File: config.mk
export PLATFORM = sky130hd
export DESIGN_NAME = add_arbiter_flat
export DESIGN_NICKNAME = d
export VERILOG_FILES = /design/src/rtl/add_arbiter_pkg.sv /design/src/rtl/add_arbiter_if.sv /design/src/rtl/rr_arbiter_2.sv /design/src/rtl/add_arbiter.sv /design/src/flat_wrapper.sv
export SDC_FILE = /design/constraint.sdc
export NUM_CORES = 1
export LEC_CHECK = 0
export CORE_MARGIN = 2
export CORE_UTILIZATION = 39
export CTS_BUF_LIST = sky130_fd_sc_hd__clkbuf_2
export DETAILED_ROUTE_END_ITERATION = 8
export PLACE_DENSITY_LB_ADDON = 0.08
export SLEW_MARGIN = 30
export SYNTH_ARGS = -nofsm -noshare
export SYNTH_HDL_FRONTEND = slang
export SYNTH_SLANG_ARGS = --single-unit
File: constraint.sdc
create_clock -name clock -period 4.3 [get_ports clock]
set_clock_uncertainty 0.2 [all_clocks]
set_input_delay 1.075 -clock clock [delete_from_list [all_inputs] [get_ports clock]]
set_output_delay 1.075 -clock clock [all_outputs]
set_load 0.02 [all_outputs]
File: src/rtl/add_arbiter_pkg.sv
// Shared constants for the add/subtract datapath arbiter: FSM encoding, requester ids and width.
package add_arbiter_pkg;

    localparam int unsigned WIDTH = 32;

    localparam logic [1:0] IDLE = 2'd0;
    localparam logic [1:0] EXEC = 2'd1;
    localparam logic [1:0] RESP = 2'd2;

    localparam logic REQ0 = 1'b0;
    localparam logic REQ1 = 1'b1;

endpackage

File: src/rtl/add_arbiter_if.sv
// Request, adder and response signal bundle for add_arbiter.
// master = requesters plus adder side, slave = the arbiter.
interface add_arbiter_if #(
    parameter int unsigned WIDTH = add_arbiter_pkg::WIDTH
) ();

    logic             req_valid_0;
    logic             req_ready_0;
    logic [WIDTH-1:0] req_A_0;
    logic [WIDTH-1:0] req_B_0;
    logic             req_sub_0;

    logic             req_valid_1;
    logic             req_ready_1;
    logic [WIDTH-1:0] req_A_1;
    logic [WIDTH-1:0] req_B_1;
    logic             req_sub_1;

    logic [WIDTH-1:0] adder_A;
    logic [WIDTH-1:0] adder_B;
    logic             adder_cin;
    logic [WIDTH-1:0] adder_result;
    logic             adder_overflow;
    logic             adder_isNotEqual;

    logic             rsp_valid_0;
    logic             rsp_ready_0;
    logic             rsp_valid_1;
    logic             rsp_ready_1;
    logic [WIDTH-1:0] rsp_result;
    logic             rsp_overflow;
    logic             rsp_isNotEqual;

    modport master (
        output req_valid_0, req_A_0, req_B_0, req_sub_0,
        output req_valid_1, req_A_1, req_B_1, req_sub_1,
        input  req_ready_0, req_ready_1,
        input  adder_A, adder_B, adder_cin,
        output adder_result, adder_overflow, adder_isNotEqual,
        input  rsp_valid_0, rsp_valid_1, rsp_result, rsp_overflow, rsp_isNotEqual,
        output rsp_ready_0, rsp_ready_1
    );

    modport slave (
        input  req_valid_0, req_A_0, req_B_0, req_sub_0,
        input  req_valid_1, req_A_1, req_B_1, req_sub_1,
        output req_ready_0, req_ready_1,
        output adder_A, adder_B, adder_cin,
        input  adder_result, adder_overflow, adder_isNotEqual,
        output rsp_valid_0, rsp_valid_1, rsp_result, rsp_overflow, rsp_isNotEqual,
        input  rsp_ready_0, rsp_ready_1
    );

endinterface

File: src/rtl/rr_arbiter_2.sv
// Combinational two-way round-robin pick: on a tie the requester that did not win last time wins.
module rr_arbiter_2
    import add_arbiter_pkg::*;
(
    input  logic [1:0] req_i,
    input  logic       last_grant_i,
    output logic [1:0] grant_o,
    output logic       valid_o
);

    always_comb begin
        grant_o = 2'b00;
        unique case (req_i)
            2'b01:   grant_o = 2'b01;
            2'b10:   grant_o = 2'b10;
            2'b11:   grant_o = (last_grant_i == REQ1) ? 2'b01 : 2'b10;
            default: grant_o = 2'b00;
        endcase
    end

    assign valid_o = |req_i;

endmodule

File: src/rtl/add_arbiter.sv
// Two-requester round-robin sequencer for the shared add/subtract datapath (IDLE -> EXEC -> RESP).
// Optional grant counters are built when ADD_ARB_STATS_EN is defined.
module add_arbiter
    import add_arbiter_pkg::*;
#(
    parameter int unsigned WIDTH = add_arbiter_pkg::WIDTH
) (
    input  logic         clock,
    input  logic         reset,
    add_arbiter_if.slave bus
`ifdef ADD_ARB_STATS_EN
    ,
    output logic [31:0]  grant_count_0,
    output logic [31:0]  grant_count_1
`endif
);

    logic [1:0]       state_q, state_d;
    logic             last_grant_q;
    logic             gnt_id_q;
    logic [WIDTH-1:0] op_a_q, op_b_q;
    logic             op_sub_q;
    logic [WIDTH-1:0] rsp_result_q;
    logic             rsp_overflow_q;
    logic             rsp_ne_q;

    logic [1:0] grant;
    logic       grant_valid;
    logic       accept;
    logic       sel_id;
    logic       rsp_take;

    rr_arbiter_2 u_rr (
        .req_i        ({bus.req_valid_1, bus.req_valid_0}),
        .last_grant_i (last_grant_q),
        .grant_o      (grant),
        .valid_o      (grant_valid)
    );

    // Gated by reset so req_ready reads 0 while reset is held.
    assign accept   = (state_q == IDLE) && grant_valid && !reset;
    assign sel_id   = grant[1] ? REQ1 : REQ0;
    assign rsp_take = (gnt_id_q == REQ0) ? bus.rsp_ready_0 : bus.rsp_ready_1;

    always_comb begin
        state_d = state_q;
        unique case (state_q)
            IDLE:    if (grant_valid) state_d = EXEC;
            EXEC:    state_d = RESP;
            RESP:    if (rsp_take) state_d = IDLE;
            default: state_d = IDLE;
        endcase
    end

    always_ff @(posedge clock or posedge reset) begin
        if (reset) begin
            state_q        <= IDLE;
            last_grant_q   <= REQ1;
            gnt_id_q       <= REQ0;
            op_a_q         <= '0;
            op_b_q         <= '0;
            op_sub_q       <= 1'b0;
            rsp_result_q   <= '0;
            rsp_overflow_q <= 1'b0;
            rsp_ne_q       <= 1'b0;
        end else begin
            state_q <= state_d;
            if (accept) begin
                gnt_id_q     <= sel_id;
                last_grant_q <= sel_id;
                op_a_q       <= (sel_id == REQ1) ? bus.req_A_1 : bus.req_A_0;
                op_b_q       <= (sel_id == REQ1) ? bus.req_B_1 : bus.req_B_0;
                op_sub_q     <= (sel_id == REQ1) ? bus.req_sub_1 : bus.req_sub_0;
            end
            if (state_q == EXEC) begin
                rsp_result_q   <= bus.adder_result;
                rsp_overflow_q <= bus.adder_overflow;
                rsp_ne_q       <= bus.adder_isNotEqual;
            end
        end
    end

    assign bus.req_ready_0 = accept && grant[0];
    assign bus.req_ready_1 = accept && grant[1];

    // Operand registers change only on accept, so the adder inputs hold outside EXEC.
    assign bus.adder_A   = op_a_q;
    assign bus.adder_B   = op_b_q;
    assign bus.adder_cin = op_sub_q;

    assign bus.rsp_valid_0    = (state_q == RESP) && (gnt_id_q == REQ0);
    assign bus.rsp_valid_1    = (state_q == RESP) && (gnt_id_q == REQ1);
    assign bus.rsp_result     = rsp_result_q;
    assign bus.rsp_overflow   = rsp_overflow_q;
    assign bus.rsp_isNotEqual = rsp_ne_q;

`ifdef ADD_ARB_STATS_EN
    logic [31:0] cnt0_q, cnt1_q;

    always_ff @(posedge clock or posedge reset) begin
        if (reset) begin
            cnt0_q <= '0;
            cnt1_q <= '0;
        end else begin
            if (accept && grant[0] && (cnt0_q != 32'hFFFF_FFFF)) cnt0_q <= cnt0_q + 32'd1;
            if (accept && grant[1] && (cnt1_q != 32'hFFFF_FFFF)) cnt1_q <= cnt1_q + 32'd1;
        end
    end

    assign grant_count_0 = cnt0_q;
    assign grant_count_1 = cnt1_q;
`endif

endmodule

File: src/flat_wrapper.sv
// flat-port wrapper written by rule: the top's interface ports become plain ports
module add_arbiter_flat import add_arbiter_pkg::*;
#(
    parameter int unsigned WIDTH = add_arbiter_pkg::WIDTH
)
  (clock, reset, bus_req_valid_0, bus_req_A_0, bus_req_B_0, bus_req_sub_0, bus_req_valid_1, bus_req_A_1, bus_req_B_1, bus_req_sub_1, bus_req_ready_0, bus_req_ready_1, bus_adder_A, bus_adder_B, bus_adder_cin, bus_adder_result, bus_adder_overflow, bus_adder_isNotEqual, bus_rsp_valid_0, bus_rsp_valid_1, bus_rsp_result, bus_rsp_overflow, bus_rsp_isNotEqual, bus_rsp_ready_0, bus_rsp_ready_1);
  add_arbiter_if #(.WIDTH(WIDTH)) bus_i ();
  input  logic clock;
  input  logic reset;
  input wire logic [$bits(bus_i.req_valid_0)-1:0] bus_req_valid_0;
  input wire logic [$bits(bus_i.req_A_0)-1:0] bus_req_A_0;
  input wire logic [$bits(bus_i.req_B_0)-1:0] bus_req_B_0;
  input wire logic [$bits(bus_i.req_sub_0)-1:0] bus_req_sub_0;
  input wire logic [$bits(bus_i.req_valid_1)-1:0] bus_req_valid_1;
  input wire logic [$bits(bus_i.req_A_1)-1:0] bus_req_A_1;
  input wire logic [$bits(bus_i.req_B_1)-1:0] bus_req_B_1;
  input wire logic [$bits(bus_i.req_sub_1)-1:0] bus_req_sub_1;
  output wire logic [$bits(bus_i.req_ready_0)-1:0] bus_req_ready_0;
  output wire logic [$bits(bus_i.req_ready_1)-1:0] bus_req_ready_1;
  output wire logic [$bits(bus_i.adder_A)-1:0] bus_adder_A;
  output wire logic [$bits(bus_i.adder_B)-1:0] bus_adder_B;
  output wire logic [$bits(bus_i.adder_cin)-1:0] bus_adder_cin;
  input wire logic [$bits(bus_i.adder_result)-1:0] bus_adder_result;
  input wire logic [$bits(bus_i.adder_overflow)-1:0] bus_adder_overflow;
  input wire logic [$bits(bus_i.adder_isNotEqual)-1:0] bus_adder_isNotEqual;
  output wire logic [$bits(bus_i.rsp_valid_0)-1:0] bus_rsp_valid_0;
  output wire logic [$bits(bus_i.rsp_valid_1)-1:0] bus_rsp_valid_1;
  output wire logic [$bits(bus_i.rsp_result)-1:0] bus_rsp_result;
  output wire logic [$bits(bus_i.rsp_overflow)-1:0] bus_rsp_overflow;
  output wire logic [$bits(bus_i.rsp_isNotEqual)-1:0] bus_rsp_isNotEqual;
  input wire logic [$bits(bus_i.rsp_ready_0)-1:0] bus_rsp_ready_0;
  input wire logic [$bits(bus_i.rsp_ready_1)-1:0] bus_rsp_ready_1;
  assign bus_i.req_valid_0 = bus_req_valid_0;
  assign bus_i.req_A_0 = bus_req_A_0;
  assign bus_i.req_B_0 = bus_req_B_0;
  assign bus_i.req_sub_0 = bus_req_sub_0;
  assign bus_i.req_valid_1 = bus_req_valid_1;
  assign bus_i.req_A_1 = bus_req_A_1;
  assign bus_i.req_B_1 = bus_req_B_1;
  assign bus_i.req_sub_1 = bus_req_sub_1;
  assign bus_req_ready_0 = bus_i.req_ready_0;
  assign bus_req_ready_1 = bus_i.req_ready_1;
  assign bus_adder_A = bus_i.adder_A;
  assign bus_adder_B = bus_i.adder_B;
  assign bus_adder_cin = bus_i.adder_cin;
  assign bus_i.adder_result = bus_adder_result;
  assign bus_i.adder_overflow = bus_adder_overflow;
  assign bus_i.adder_isNotEqual = bus_adder_isNotEqual;
  assign bus_rsp_valid_0 = bus_i.rsp_valid_0;
  assign bus_rsp_valid_1 = bus_i.rsp_valid_1;
  assign bus_rsp_result = bus_i.rsp_result;
  assign bus_rsp_overflow = bus_i.rsp_overflow;
  assign bus_rsp_isNotEqual = bus_i.rsp_isNotEqual;
  assign bus_i.rsp_ready_0 = bus_rsp_ready_0;
  assign bus_i.rsp_ready_1 = bus_rsp_ready_1;
  add_arbiter #(.WIDTH(WIDTH)) u_core (.clock(clock), .reset(reset), .bus(bus_i));
endmodule
; Word-level counts from Yosys, hierarchy flattened
; Cells that the tools add are included.
[classes]
bitwise_logic = 1
eq_ne = 7
n_mux = 10
n_reduce_logical = 10
[op_table]
columns = cell, count
row1 = two-way mux 32 bit, 2
row2 = one-hot mux 2 bit (3 select lines), 2
row3 = equality test 2 bit (second input constant), 3
row4 = logical AND 1 bit, 6
row5 = two-way mux 2 bit, 3
row6 = equality test 2 x 1 -> 1 bit (second input constant), 2
row7 = != test 2 x 1 -> 1 bit (second input constant), 2
row8 = two-way mux 1 bit, 3
row9 = zero test 2 bit, 1
row10 = AND reduction 2 bit, 1
row11 = OR reduction 2 bit, 1
row12 = zero test 1 bit, 1
row13 = inverter 1 bit, 1
[word_totals]
output_inout_bits = 103
reg_bits = 103
in_bits = 170

; Depth between registers and ports, before layout
; Gate-level depths: netlist of run 1.
[logic_depth]
word_depth = 4
mapped_depth = 5
depth_no_buf = 3

; Hierarchy
; From an unflattened synthesis of run 1, not the netlist that was laid out.
[unflattened]
hier_cells = 304
hier_area_um2 = 4662.0
[by_module_without_submodules]
columns = module, area_each_um2, cells_per_inst, n_inst
row1 = add_arbiter, 4636.9, 300, 1
row2 = rr_arbiter_2, 25.0, 4, 1

; Worst setup path after synthesis of run 1
; No wires, ideal clock.
[synth_path]
path_kind = input to output
startpoint = input port reset
endpoint = output port bus_req_ready_0
arrival_ns = 1.974
setup_slack_ns = 1.051
cell_stages = 4
cell_sequence = nor4_4 > buf_4 > buf_6 > and3_1
[synth_between]
elab_chain_cells = 3
[synth_lines]
columns = element, line_no
row1 = from (decl), flat_wrapper.sv:9  ; input logic reset;
row2 = zero test 1 bit, add_arbiter.sv:41  ; assign accept = (state_q == IDLE) && grant_valid && !reset;
row3 = logical AND 1 bit, add_arbiter.sv:41
row4 = logical AND 1 bit, add_arbiter.sv:83  ; assign bus.req_ready_0 = accept && grant[0];
row5 = to (decl), flat_wrapper.sv:18  ; output wire logic [$bits(bus_i.req_ready_0)-1:0] bus_req_ready_0;
; No other way between the ends.

; Worst setup path after layout of run 1
[layout_path]
startpoint = input port bus_req_valid_0
endpoint = output port bus_req_ready_0
[layout_between]
elab_chain_cells = 4
word_cells_on_any_way = 8
[layout_lines]
columns = element, line_no
row1 = from (decl), flat_wrapper.sv:10  ; input wire logic [$bits(bus_i.req_valid_0)-1:0] bus_req_valid_0;
row2 = "parallel branches: the longest is 3 deep, another holds one-hot mux 2 bit (3 select lines)", -
row3 = logical AND 1 bit (*), add_arbiter.sv:83
; Mark *: on every way between the ends.

==> results of run 1 <==
## power breakdown
part | switching (uW) | internal, uW | total [uW]
clock | 300 | 71.3 | 371
combinational | 1250 | 1550 | 2800
sequential | 258 | 1460 | 1720
total | 1810 | 3080 | 4890
## flip-flops by register name (all words and copies together) (netlist names)
signal / cells
u_core.bus.rsp_overflow: 1
u_core.bus.adder_B: 32
u_core.bus.rsp_isNotEqual: 1
u_core.bus.adder_A: 32
u_core.state_q: 2
u_core.bus.rsp_result: 32
u_core.gnt_id_q: 1
u_core.bus.adder_cin: 1
u_core.last_grant_q: 1
## worst max-delay path by stage
stage	startpoint	endpoint	slack (ns)	cells past startpoint
6_report	bus_req_valid_0	bus_req_ready_0	0.32	5
5_1_grt	bus_req_valid_0	bus_req_ready_0	0.26	5
4_1_cts	bus_req_valid_0	bus_req_ready_0	0.32	5
3_5_place_dp	bus_req_valid_0	bus_req_ready_0	0.32	5
3_3_place_gp	reset	bus_req_ready_0	0.35	4
2_1_floorplan	reset	u_core.bus.adder_A[0]	0.32	1
## cell usage after synthesis
cell	count	share of area, %
sky130_fd_sc_hd__a21boi_2	1	0.24
sky130_fd_sc_hd__and2_1	1	0.13
sky130_fd_sc_hd__and3_1	1	0.13
sky130_fd_sc_hd__buf_2	13	1.4
sky130_fd_sc_hd__buf_4	1	0.16
sky130_fd_sc_hd__buf_6	4	0.96
sky130_fd_sc_hd__dfrtp_1	102	55
sky130_fd_sc_hd__dfstp_2	1	0.56
sky130_fd_sc_hd__inv_1	2	0.16
sky130_fd_sc_hd__mux2_1	18	4.3
sky130_fd_sc_hd__mux2_2	149	36
sky130_fd_sc_hd__nand2b_1	3	0.40
sky130_fd_sc_hd__nor2_1	3	0.24
sky130_fd_sc_hd__nor3_1	1	0.11
sky130_fd_sc_hd__nor4_4	1	0.46
sky130_fd_sc_hd__o21ai_0	1	0.11
## area by class of cell
type / instances / share of cell area (%)
Multi-Input combinational cell: 179 / 26.0
Tap cell: 143 / 2.36
Clock inverter: 6 / 0.363
Sequential cell: 103 / 34.0
Timing Repair Buffer: 276 / 36.5
Inverter: 2 / 0.132
Clock buffer: 10 / 0.660
## worst max-delay path, stage by stage
cell and delay, ns:
sky130_fd_sc_hd__clkdlybuf4s50_1 0.55, sky130_fd_sc_hd__nor2_1 0.10, sky130_fd_sc_hd__nor4_4 0.17, sky130_fd_sc_hd__and3_1 0.21
sky130_fd_sc_hd__clkdlybuf4s50_1 0.60
## logic make-up after synthesis
logic type | count (synthesis)
buffers and inverters | 20
and+or+nand+nor | 10
AOI/OAI and AO/OA | 2
DFF | 103
muxes | 167
## routing by layer
metal,up-vias,part of all wire (%)
met3,20,9.3
met4,0,2.7
met1,1718,36
met2,160,52
li1,1617,-
met5,-,0
## through the flow
| stage | utilization [%] | setup WS, ns | std cells | cell area, um^2 |
|---|---|---|---|---|
| floorplan | - | 0.323 | 302 | 4670 |
| global placement | 64.9 | 0.346 | 703 | 7510 |
| detailed placement | 64.9 | 0.320 | 703 | 7510 |
| CTS | 65.6 | 0.319 | 719 | 7580 |
| global route | 65.6 | 0.255 | 719 | 7580 |
| finish | 65.6 | 0.319 | 719 | 7580 |
==> out/results.md, run 1 <==
| Step | Parameter | This run |
|:---|:---|:---|
| sta | Max Freq | 0.251 GHz |
| yosys | Gate count after technology mapping | 302 |
| yosys | Share of synthesized area occupied by flip-flops and latches | 55.2% |
| power | Leakage power total | 0.00305 uW |
| worst setup path | Worst Setup Path Type | in -> out |
| die | Core ar. | 0.0116 mm^2 |
| clock network | Worst-path clk slew | 0.23 ns |
| sta | Worst slew margin | 40.8% |
| grt | Met3 Use GR | 6.91% |
| die | Initial Util | 40.4% |
| routing | Detailed router's first-iteration violation count | 76 |
| min path | Class of the worst hold path | reg -> reg |
| clock network | Total number of clock tree sinks | 103 |
| routing | Total vias in the final route | 3515 |
| yosys | Post-synthesis instance area | 0.00467 mm^2 |
| routing | First-pass iteration count of the detailed router | 4 |
| yosys | Adder-cell area share of the yosys netlist | 0% |
| yosys | Post-Syn Nets | 472 |
| routing | Routed Wire Length | 12500 um |
| worst setup path | Count of cells along the worst register-to-register path | 3 |
| cells and area | Area growth from synthesis to final layout | 62.4% |
| cells and area | Fraction of final layout cells with drive strength greater than 1 | 29.7% |
| grt | Via count of the first global-routing pass | 3859 |
| cells and area | Area occupied by registers | 0.00258 mm^2 |
| grt | Initial antenna violation count | 0 |
| sta | Final cycle utilization of the critical path | 92.6% |
| yosys | Main combinational cell family by area after synthesis | multiplexers |
| cells and area | ANT cells | 0 |
| power | Peak supply drop | 0.000366 V |
| die | Die extent in y | 113 um |
| run status | Status | complete, no violations |
| grt | Largest net degree at the start of global routing | 68 |
| worst setup path | Required time worst endpoint | 3.02 ns |
| worst setup path | Worst Setup Start Kind | input pin |
| clock network | Hold-fix buffers at CTS | 0 |
| min path | Hold path startpoint | u_core.bus.adder_A[29] |
| min path | Hold path endpoint | u_core.bus.adder_A[29] |
| yosys | Share of the synthesized area in compound gates (AO/OA/AOI/OAI) | 0.348% |
| routing | Via density per instance | 4.89 |
| yosys | Simple-gate area share of the yosys netlist | 1.47% |
| worst setup path | R2r endpoint | u_core.bus.adder_A[15] |
| grt | Most utilized layer in the global route result | met2 |
| placed design | Port-buffer cells | 272 |
| yosys | Share of cell area taken by muxes after synthesis | 40.3% |
| sta | Slew of the pin with the lowest slew margin | 0.888 ns |
| grt | Global routing met2 resource utilization | 35.6% |
| worst setup path | Worst-case register-to-register setup slack | 2.01 ns |
| cells and area | Combined area of the multi-input logic cells | 0.00197 mm^2 |
| sta | Final setup vio count | 0 |
| grt | First-pass GRT wire length | 19500 um |
| cells and area | Commonest non-fill, non-tap cell in the layout | sky130_fd_sc_hd__clkdlybuf4s50_1 |
| clock network | Number of H-tree branching levels | 3 |
| cells and area | Final layout net count | 741 |
| clock network | Root Buffer | sky130_fd_sc_hd__clkbuf_2 |
| worst setup path | Startpoint of the lowest-slack register-to-register path | u_core.state_q[1] |
| routing | Routed wire length per instance | 17.4 um |
| routing | DRT antenna net count | 0 |
| placed design | RD Place Congestion | 0.751 |
| sta | Max-slew violation count | 0 |
| sta | Min Clock Period, post-route | 3.98 ns |
| grt | Overall fraction of global-route tracks in use | 19.5% |
| routing | Residual DRC count | 0 |
| die | Standard-cell rows | 39 |
| sta | Final Hold Viols | 0 |
| min path | Worst hold path stage count | 1 |
| sta | Worst hold slack | 0.336 ns |
| yosys | Unique cell type count in the Yosys netlist | 16 |
| sta | Setup_tns | 0 ns |
| worst setup path | Type of element capturing the critical path | output port |
| yosys | Register bit total from synthesis | 103 |
| grt | Remaining global-route overflow | 0 |
| clock network | Clock insertion delay at the later pin of the skew report | 0.54 ns |
| yosys | Xor/xnor share of the synthesized area | 0% |
| clock network | CTS tree | built |
| clock network | Total of cells resized after clock tree synthesis | 0 |
| worst setup path | Maximum fanout encountered on the critical timing path | 3 |
| die | Count of pins on the block boundary | 273 |
| die | Area of the die | 0.0129 mm^2 |
| clock network | Buffers from clock root to sink, at most | 2 |
| yosys | Ys Warns | 0 |
| placed design | Total half-perimeter wirelength after legalization and detailed placement | 9620 um |
| die | DIE WIDTH | 113 um |
| run | Maxcap violations | 0 |
| clock network | Number of buffers created by CTS | 9 |
| grt | GRT met1 Usage | 20.5% |
| power | Final Total Pwr | 4890 uW |
| worst setup path | CP arrival | 2.71 ns |
| cells and area | Most used cells in the layout excluding fill and tap cells | sky130_fd_sc_hd__clkdlybuf4s50_1 (272), sky130_fd_sc_hd__mux2_2 (149), sky130_fd_sc_hd__dfrtp_1 (102) |
| power | Pwr Density | 645 mW/mm^2 |
| yosys | Syn_area_per_cell | 15.5 um^2 |
| sta | RSZ-0062 raised after global routing | no |
| cells and area | Filler Cells Inserted | 926 |
| clock network | Buffers inserted during post-CTS setup optimization | 0 |
(Power assumes the default switching activity.)
==> inputs of run 2 (changes only) <==
--- a/config.mk
+++ b/config.mk
@@ -9,6 +9,7 @@
 export CORE_UTILIZATION = 39
 export CTS_BUF_LIST = sky130_fd_sc_hd__clkbuf_2
 export DETAILED_ROUTE_END_ITERATION = 8
+export GPL_TIMING_DRIVEN = 1
 export PLACE_DENSITY_LB_ADDON = 0.08
 export SLEW_MARGIN = 30
 export SYNTH_ARGS = -nofsm -noshare
==> results of run 2 <==
Same layout as run 1: the final DEF is identical, and so are final timing and power.
==> edit: new RTL, config.mk and constraints of run 2 <==
Set the package constant `WIDTH` to 24 (it was 32).
--- a/src/rtl/add_arbiter_pkg.sv
+++ b/src/rtl/add_arbiter_pkg.sv
@@ -3,3 +3,3 @@
 
-    localparam int unsigned WIDTH = 32;
+    localparam int unsigned WIDTH = 24;
 
Ports: changed (8 resized); port bits go from 273 to 209. No check against the original RTL was run, so the function may have changed too.
==> edit against run 2 <==
- synthesized area decreased by 20%
- design area fell by 21%
- cell count shrank 19%
- sequential power decreased by 23%
- setup slack got worse by 0.039 ns
- synthesized cell count fell by 22%
- critical path depth unchanged
- core utilization fell by 0.62 points
- wire length decreased by 26%
- via count decreased by 23%
- power down 19%
- sequential cell count is 24 lower
- global-route usage fell by 1.6 points
- critical path type unchanged
==> edit: results (changes against run 2) <==
Status
  • Status: complete, no violations

Power
  • Switching Fraction: 36.02% (-0.98 points)
  • VDD IR max: 0.3402 mV (-7.2%)
  • Leak Pwr: 2.457 nW (-19%)

Synth
  • Compound-Gate Fraction of Synth Area: 1.045% (+0.70 points)
  • Post-synthesis sequential area ratio: 53.29% (-1.9 points)
  • Synth Net Count: 365 (-23%)
  • Commonest cells post-synth: 88 x mux2_2, 78 x dfrtp_1, 27 x mux2_4
  • Synthesized area per cell: 15.80 um^2 (+2.2%)
  • Top cells by area, synth: dfrtp_1 53%, mux2_2 27%, mux2_4 11%
  • Multiplexer share of the synthesized area: 40.65% (+0.37 points)
  • Largest family of logic cells by synthesized area: multiplexers

Finish
  • Non-clock buffers: 212 (-23%)
  • Fraction of area in multi-input gates: 27.02% (+1.0 points)
  • Clock network area share: 1.834% (+0.81 points)
  • # fillers: 742 (-20%)
  • Fraction of layout cells with a size suffix above 1: 30.67% (+0.98 points)
  • Area share of buffers outside the clock network: 35.25% (-1.2 points)
  • Multi-input combinational cell count: 140 (-22%)
  • Multi-input logic area: 1622 um^2 (-18%)
  • Storage element area: 1978 um^2 (-23%)
  • Net count, final: 575 (-22%)

Setup path
  • Crit path to: bus_req_ready_1
  • Max FO, Critical Path: 4 (+1)
  • Slowest Stage Delay on Critical Path: 0.63 ns (+0.03 ns)
  • Critical R2R Capture: u_core.bus.adder_B[23]
  • Reg2Reg Depth: 3 (unchanged)
  • Reg-to-reg slack, setup: 2.06 ns (+0.05 ns)
  • Critical path arrival: 2.74 ns (+0.03 ns)

Placed design
  • Post-Place Cells: 563 (-20%)
  • PortBufs: 208 (-24%)
  • DP Wirelength: 6802 um (-29%)
  • DP Area: 5892 um^2 (-22%)
  • Dpl ws: 0.3035 ns (-0.01615 ns)
  • Gpl congestion: 0.7181 (-4.4%)

Detailed routing
  • Routed len/inst: 15.94 um (-8.7%)
  • DR vias/cell: 4.653 (-4.8%)
  • Drt total wl: 9227 um (-26%)
  • Metal-1 WL: 3746 um (-17%)
  • Met2 wire length: 4447 um (-32%)
  • WL met3: 845 um (-28%)
  • Initial drt markers: 38 (-50%)

STA
  • Worst hold margin: 0.3322 ns (-0.003426 ns)
  • Slew headroom: 44.36% (+3.5 points)

Min path
  • Worst min-delay path startpoint: u_core.bus.rsp_result[4]
  • WHS Endpoint: u_core.bus.rsp_result[4]

GRT
  • Number of global-route vias before repair: 2,858 (-26%)
  • Total track usage: 17.92% (-1.6 points)
  • First-pass GRT wire length: 14,210 um (-27%)
  • M2 GR Usage: 29.66% (-6.0 points)
  • M3 GR Usage: 6.211% (-0.70 points)
  • Largest net degree at the start of global routing: 80 (+18%)

Clock network
  • Clock Pin Slew Worst Setup and Hold Paths: 0.20 ns (-0.03 ns)
  • Worst skew pair latency: 0.49 ns (-0.05 ns)
==> edit: cell types whose count changed in the layout (fill, tap and decap cells not counted), moves of 2 or more <==
cell / run 2 / this run
clkdlybuf4s50_1: 272 / 208
mux2_4: 0 / 27
mux2_1: 18 / 10
o21a_1: 0 / 2
clkinvlp_4: 0 / 2
mux2_2: 149 / 88
clkinv_2: 4 / 2
dfrtp_1: 102 / 78
==> edit: power groups by stage <==
| stage | Combinational (W) | Sequential (W) | Clock [W] |
|---|---|---|---|
| after floorplan | 0.000804 | 0.00179 | 0 |
| after global placement | 0.00225 | 0.00133 | 0 |
| after detailed placement | 0.00226 | 0.00135 | 0 |
| after CTS | 0.00228 | 0.00133 | 0.000410 |
| after global routing | 0.00237 | 0.00138 | 0.000442 |
| final | 0.00224 | 0.00133 | 0.000392 |
==> edit: worst register-to-register path, cell delays in order (launching register included) <==
cell	delay, ns
dfrtp_1	0.50
nor4_4	0.30
buf_4	0.65
mux2_2	0.49
